$ cat config.mk
export PLATFORM = sky130hd
export DESIGN_NAME = led_blink_scheduler
export DESIGN_NICKNAME = d
export VERILOG_FILES = /design/src/rtl/led_blink_scheduler.sv
export SDC_FILE = /design/constraint.sdc
export NUM_CORES = 1
export LEC_CHECK = 0
export BUFFER_PORTS_ARGS = -buffer_cell sky130_fd_sc_hd__buf_2
export CORE_ASPECT_RATIO = 0.7
export CORE_MARGIN = 2
export CORE_UTILIZATION = 30
export DETAILED_ROUTE_END_ITERATION = 10
export GPL_ROUTABILITY_DRIVEN = 0
export PLACE_DENSITY = 0.52
export SKIP_CTS_REPAIR_TIMING = 1
export SYNTH_ARGS = -nofsm -noshare
export SYNTH_HDL_FRONTEND = slang
export SYNTH_SLANG_ARGS = --single-unit
$ cat constraint.sdc
create_clock -name clk -period 2.15 [get_ports clk]
set_input_delay 0.1075 -clock clk [delete_from_list [all_inputs] [get_ports clk]]
set_output_delay 0.1075 -clock clk [all_outputs]
set_load 0.02 [all_outputs]
$ cat src/rtl/led_blink_scheduler.sv
// Shared-LED blink-code scheduler: request i plays i+1 blinks then a gap.
// Pending requests are latched and served round-robin, one code at a time.
module led_blink_scheduler #(
    parameter logic [23:0] ON_CYCLES  = 24'd1_000_000,
    parameter logic [23:0] OFF_CYCLES = 24'd1_000_000,
    parameter logic [23:0] GAP_CYCLES = 24'd4_000_000
) (
    input  logic       clk,
    input  logic       reset,
    input  logic [3:0] req,
    input  logic       enable,
    output logic       led,
    output logic       busy,
    output logic [1:0] active_id,
    output logic [3:0] done
);

    typedef enum logic [1:0] {
        IDLE,
        ON,
        OFF,
        GAP
    } state_t;

    state_t      state;
    state_t      state_nx;
    logic [23:0] timer;
    logic [23:0] timer_nx;
    logic [1:0]  blink_cnt;
    logic [1:0]  blink_cnt_nx;
    logic [1:0]  rr_ptr;
    logic [1:0]  rr_ptr_nx;
    logic [1:0]  active_id_nx;
    logic [3:0]  done_nx;
    logic [3:0]  pending;
    logic [3:0]  pending_clr;
    logic        sel_valid;
    logic [1:0]  sel_id;
    logic [1:0]  cand;

    // Search starts just above the last winner; k=4 wraps back to rr_ptr.
    always_comb begin
        sel_valid = 1'b0;
        sel_id    = rr_ptr;
        cand      = rr_ptr;
        for (int k = 1; k <= 4; k++) begin
            cand = rr_ptr + 2'(k);
            if (!sel_valid && pending[cand]) begin
                sel_valid = 1'b1;
                sel_id    = cand;
            end
        end
    end

    always_comb begin
        state_nx     = state;
        timer_nx     = timer;
        blink_cnt_nx = blink_cnt;
        rr_ptr_nx    = rr_ptr;
        active_id_nx = active_id;
        done_nx      = 4'b0000;
        pending_clr  = 4'b0000;
        unique case (state)
            IDLE: begin
                if (enable && sel_valid) begin
                    state_nx             = ON;
                    active_id_nx         = sel_id;
                    blink_cnt_nx         = sel_id;
                    rr_ptr_nx            = sel_id;
                    timer_nx             = ON_CYCLES - 24'd1;
                    pending_clr[sel_id]  = 1'b1;
                end
            end
            ON: begin
                if (timer == 24'd0) begin
                    state_nx = OFF;
                    timer_nx = OFF_CYCLES - 24'd1;
                end else begin
                    timer_nx = timer - 24'd1;
                end
            end
            OFF: begin
                if (timer == 24'd0) begin
                    if (blink_cnt == 2'd0) begin
                        state_nx = GAP;
                        timer_nx = GAP_CYCLES - 24'd1;
                    end else begin
                        state_nx     = ON;
                        blink_cnt_nx = blink_cnt - 2'd1;
                        timer_nx     = ON_CYCLES - 24'd1;
                    end
                end else begin
                    timer_nx = timer - 24'd1;
                end
            end
            GAP: begin
                if (timer == 24'd0) begin
                    state_nx           = IDLE;
                    done_nx[active_id] = 1'b1;
                end else begin
                    timer_nx = timer - 24'd1;
                end
            end
            default: state_nx = IDLE;
        endcase
    end

    // Outputs are registered from next-state so they line up with state.
    always_ff @(posedge clk or posedge reset) begin
        if (reset) begin
            state     <= IDLE;
            timer     <= 24'd0;
            blink_cnt <= 2'd0;
            rr_ptr    <= 2'd3;
            pending   <= 4'b0000;
            led       <= 1'b0;
            busy      <= 1'b0;
            active_id <= 2'd0;
            done      <= 4'b0000;
        end else begin
            state     <= state_nx;
            timer     <= timer_nx;
            blink_cnt <= blink_cnt_nx;
            rr_ptr    <= rr_ptr_nx;
            pending   <= (pending & ~pending_clr) | req;
            led       <= (state_nx == ON);
            busy      <= (state_nx != IDLE);
            active_id <= active_id_nx;
            done      <= done_nx;
        end
    end

endmodule

Word level (Yosys, flattened, before mapping). Cells that the tools add are included.

Flip-flop bits (word level): 42. Input bits: 7. Output and inout bits: 8. Word-level logic and storage cells: 90.

$add $sub $neg: 5. Magnitude comparators: 8. Eq/ne operators: 8. Muxes and demuxes: 40. Bitwise logic cells: 3. Reductions and logical operators: 17.

Operators with widths (count): $mux 24 (4); $pmux 24 s4 (1); $logic_not 24->1 (1); $mux 2 (12); $sub 24x1->24 const B (1); $mux 22 (1); $lt 2x3->1 const B (6); $mux 4 (4); $mux 1 (10); $bmux 1 s2 (4); $ne 2x2->1 const B (4); $pmux 2 s4 (1); $logic_and 1x1->1 (6); $add 2x2->2 const B (2); $and 4x4->4 (1); $demux 1 s2 (2); $eq 2x1->1 const B (2); $eq 2x2->1 const B (2); $ge 2x1->1 const B (2); $logic_not 2->1 (2); $not 4->4 (1); $or 4x4->4 (1); $pmux 2 s2 (1); $reduce_and 2->1 (2); other kinds (5) (8).

Logic depth before layout (Yosys ltp).
Depth after elaboration: 22. Depth in mapped cells: 10. Gate-level depth less buffers: 9.

Worst setup path after synthesis. No wires, ideal clock.

Kind: reg2reg. Start point: reg timer[13]. End point: reg timer[2]. Library setup time: 140 ps. Arrival: 2164 ps. Path slack: -154 ps. Cell stages (with the launch flop): 10. Buffers on the path: 2. Path through: dfrtp_1 or4_1 buf_2 or3_4 o31ai_4 inv_2 buf_6 nand2_1 xor2_1 nand2_1.

Word-level cells in the longest chain between the ends: 3. Elaborated cells between the ends (all ways): 6. Classes of those cells: 1 x eq/ne; 3 x mux; 2 x reduce/logical.

Ends and longest elaborated chain: start, declared (line 27) `logic [23:0] timer;`; start signal, assigned (line 122) `timer <= timer_nx;`; $logic_not 24->1 (*) (line 75, 83, 97); $mux 24 (tied with other cells) (line 83) `if (timer == 24'd0) begin`; $pmux 24 s4 or $reduce_and 2->1 (tied branches).

Every way passes the cells marked *; elsewhere a longest branch is shown, timed or not. A chain may end at the register's enable or synchronous reset.

Final worst setup path.
Start point: reg timer[15]. End point: reg timer[13].

The elaborated chain is that of the path after synthesis.

==> impl_metrics.json <==
{
  "status": "finished, violations left",
  "violations": "setup timing",
  "grtUsageMet1": 0.2220,
  "tns_ns": -0.7337,
  "cts_tree": "built",
  "min-delay-start": "req[0]",
  "path_buf_inv": 3,
  "utilization": 0.4017,
  "leakagePower_nw": 1.242,
  "clock_skew_ns": 0.01268,
  "worstPathArrival_ns": 2.43,
  "core_mm2": 0.007254,
  "cts.sinks": 42,
  "timing.rr.start": "timer[15]",
  "maxSlewHeadroom": 0.7052,
  "dpl.hpwl_um": 3925,
  "clockBufferDepth": 2,
  "die_y_um": 76.19,
  "busiest_layer": "met1",
  "startpoint": "timer[15]",
  "critPathKind": "flop to flop",
  "wire_per_inst_um": 14.11,
  "h-tree-depth": 2,
  "use_met2": 0.1905,
  "p_per_area_mw_per_mm2": 542.2,
  "overflow": 0,
  "num_rows": 26,
  "worst_pin_slew_ns": 0.4423,
  "endpoint_kind": "flop",
  "critPathMaxStageDelay_ns": 0.55,
  "io_buffers": 14,
  "num_io_pins": 15,
  "maxCapViolCount": 0,
  "critPathRequiredTime_ns": 2.34,
  "synth.cell_area_mm2": 0.002233,
  "yosysTopAreaCell": "dfrtp_1",
  "crit_slowest_cell": "or4_4",
  "ir_drop_v": 0.0002549,
  "syn_to_final_growth_pct": 30.48,
  "placedCellCount": 385,
  "use_met3": 0.02652,
  "via_per_inst": 4.880,
  "initial_core_util": 0.3079,
  "hold_viol": 0,
  "placed_area_mm2": 0.002660,
  "instances_no_fill": 401,
  "cts_buffers": 5,
  "diodes": 0,
  "vias": 1957,
  "ys_types": 48,
  "setup_viol": 21,
  "synth_flop_cell": "dfrtp_1",
  "hp-class": "input pin to flop",
  "pre_cts_ws_ns": -0.1044,
  "crit_top_cell": "buf_4",
  "die_w_um": 107.1,
  "setup_slack_ns": -0.09263,
  "ys_top_cells_by_area": "dfrtp_1 (45%), o21ai_0 (5.2%), nand2_1 (4.4%)",
  "cts.reportedPaths.clkPinSlew_ns": 0.09,
  "synth_top_area_frac": 0.4482,
  "fmax_ghz": 0.4459,
  "ys_seq_elements": 42,
  "min_period_ns": 2.243,
  "drive_gt1_frac": 0.2607,
  "syn_nets": 256,
  "synth-edff-count": 0,
  "finalPower_mw": 1.580,
  "root_buffer": "clkbuf_8",
  "whs_ns": 0.001530,
  "syn_avg_cell_area_um2": 9.042,
  "crit_path_max_fanout": 5,
  "antenna_found_initial": 0,
  "path_cells": "or4_4 -> buf_6 -> or2_4 -> o31ai_4 -> buf_4 -> buf_4 -> o21ai_0 -> nand2_1 -> o41ai_1",
  "insertion_delay_ns": 0.30,
  "rsz0062_at_grt": "true",
  "async_flop_share": 1.000,
  "fin_area_mm2": 0.002914,
  "grt_pass1_wl_um": 9025,
  "yosys_warnings": 0,
  "ys_seq_area_frac": 0.4717,
  "grt_max_degree": 34,
  "final-max-slew-violation-count": 0,
  "worst_setup_path_start_kind": "flop",
  "syn_inst": 247,
  "ant_nets": 0,
  "drc": 0,
  "die-area_mm2": 0.008162,
  "grt_usage": 0.1396,
  "drt-total-wl_um": 5658,
  "path_delay_family": "simple AND/OR/NAND/NOR gates",
  "first_pass_iters": 4,
  "nFillCells": 740,
  "grt_pass1_vias": 1825,
  "timing.final.crit_share": 1.043,
  "drtIter0Drc": 80,
  "finish.net_count": 311
}
-- worst reg2reg max path, stage by stage (launching register included) --
cell,delay [ns]
dfrtp_1,0.38
or4_4,0.55
buf_6,0.14
or2_4,0.26
o31ai_4,0.28
buf_4,0.20
buf_4,0.12
o21ai_0,0.08
nand2_1,0.07
o41ai_1,0.06
-- flip-flops by register name, indices dropped and copies added (netlist names) --
signal     flops
timer         24
done           4
pending        4
active_id      2
blink_cnt      2
rr_ptr         2
state          2
busy           1
led            1
-- report_power, final --
group	leakage (nW)	total, mW	switching [mW]	internal [mW]
logic	0.698	0.0302	0.0190	0.0112
clock network	0.0683	0.760	0.295	0.466
registers	0.476	0.789	0.000000000000000247	0.789
-- final cells by class --
cell class / count / area [um^2] / area share
well taps: 98 / 122.6 / 0.04208
multi-input cells: 184 / 1131 / 0.3881
repair buffers: 57 / 419.2 / 0.1438
clock inverters: 3 / 68.82 / 0.02362
clock buffers: 5 / 68.82 / 0.02362
flip-flops and latches: 42 / 1054 / 0.3615
inverters: 12 / 50.05 / 0.01717
-- cell families (layout without fill, tap and decap cells) --
group | after synthesis | in the layout | synth area share
and+or+nand+nor | 108 | 108 | 0.2471
AOI/OAI and AO/OA | 60 | 60 | 0.1725
xor gates and xnor gates | 12 | 12 | 0.04706
muxes | 2 | 2 | 0.008964
DFF | 42 | 42 | 0.4717
adders and majority gates | 2 | 2 | 0.01120
buffers and inverters | 21 | 77 | 0.04146
-- cells in the final DEF, fill, tap and decap left out, drive strengths merged, types with 3 or more instances in the layout --
cell,count
o311ai,3
xor2,4
inv,11
clkbuf,5
o21ai,24
xnor2,8
dfrtp,40
buf,54
a21oi,12
nand2,26
dlygate4sd3,3
o21a,5
a31oi,4
nand2b,8
nor3,15
nand3,8
nor2b,3
nor4,5
nor2,26
-- per-layer routing --
| metal | vias to the layer above | wire length, um | share of wire |
|---|---|---|---|
| met4 | 0 | 38 | 0.0067 |
| met5 | - | 0 | 0 |
| li1 | 984 | - | - |
| met1 | 943 | 3142 | 0.56 |
| met3 | 2 | 156 | 0.028 |
| met2 | 28 | 2320 | 0.41 |
-- synthesized netlist by cell type, types with 2 or more instances --
master,instances
nand2_1,26
nor3b_1,2
and2_1,2
o41ai_1,2
nand2b_1,8
and3_1,2
dfrtp_1,40
nor2_1,25
ha_1,2
nor4_1,5
o311ai_0,3
xnor2_1,8
nor2b_1,3
nor3_1,14
buf_2,2
inv_1,11
nand3_1,8
xor2_1,4
mux2i_1,2
clkbuf_1,5
and4_1,2
o211ai_1,2
a31oi_1,4
nand4_1,2
o21ai_0,23
a21oi_1,12
o21a_1,5
a21o_1,2
dfstp_2,2
-- worst paths after layout --
path / to / slack, ns / depth (start not counted)
min reg2reg: timer[15] / 0.49 / 2
max: timer[13] / -0.09 / 9
min in group asynchronous: pending[2] / 0.26 / 3
max in group asynchronous: timer[18] / 1.15 / 4
max reg2reg: timer[13] / -0.09 / 9
min: pending[0] / 0.002 / 2
(Power assumes the default switching activity.)
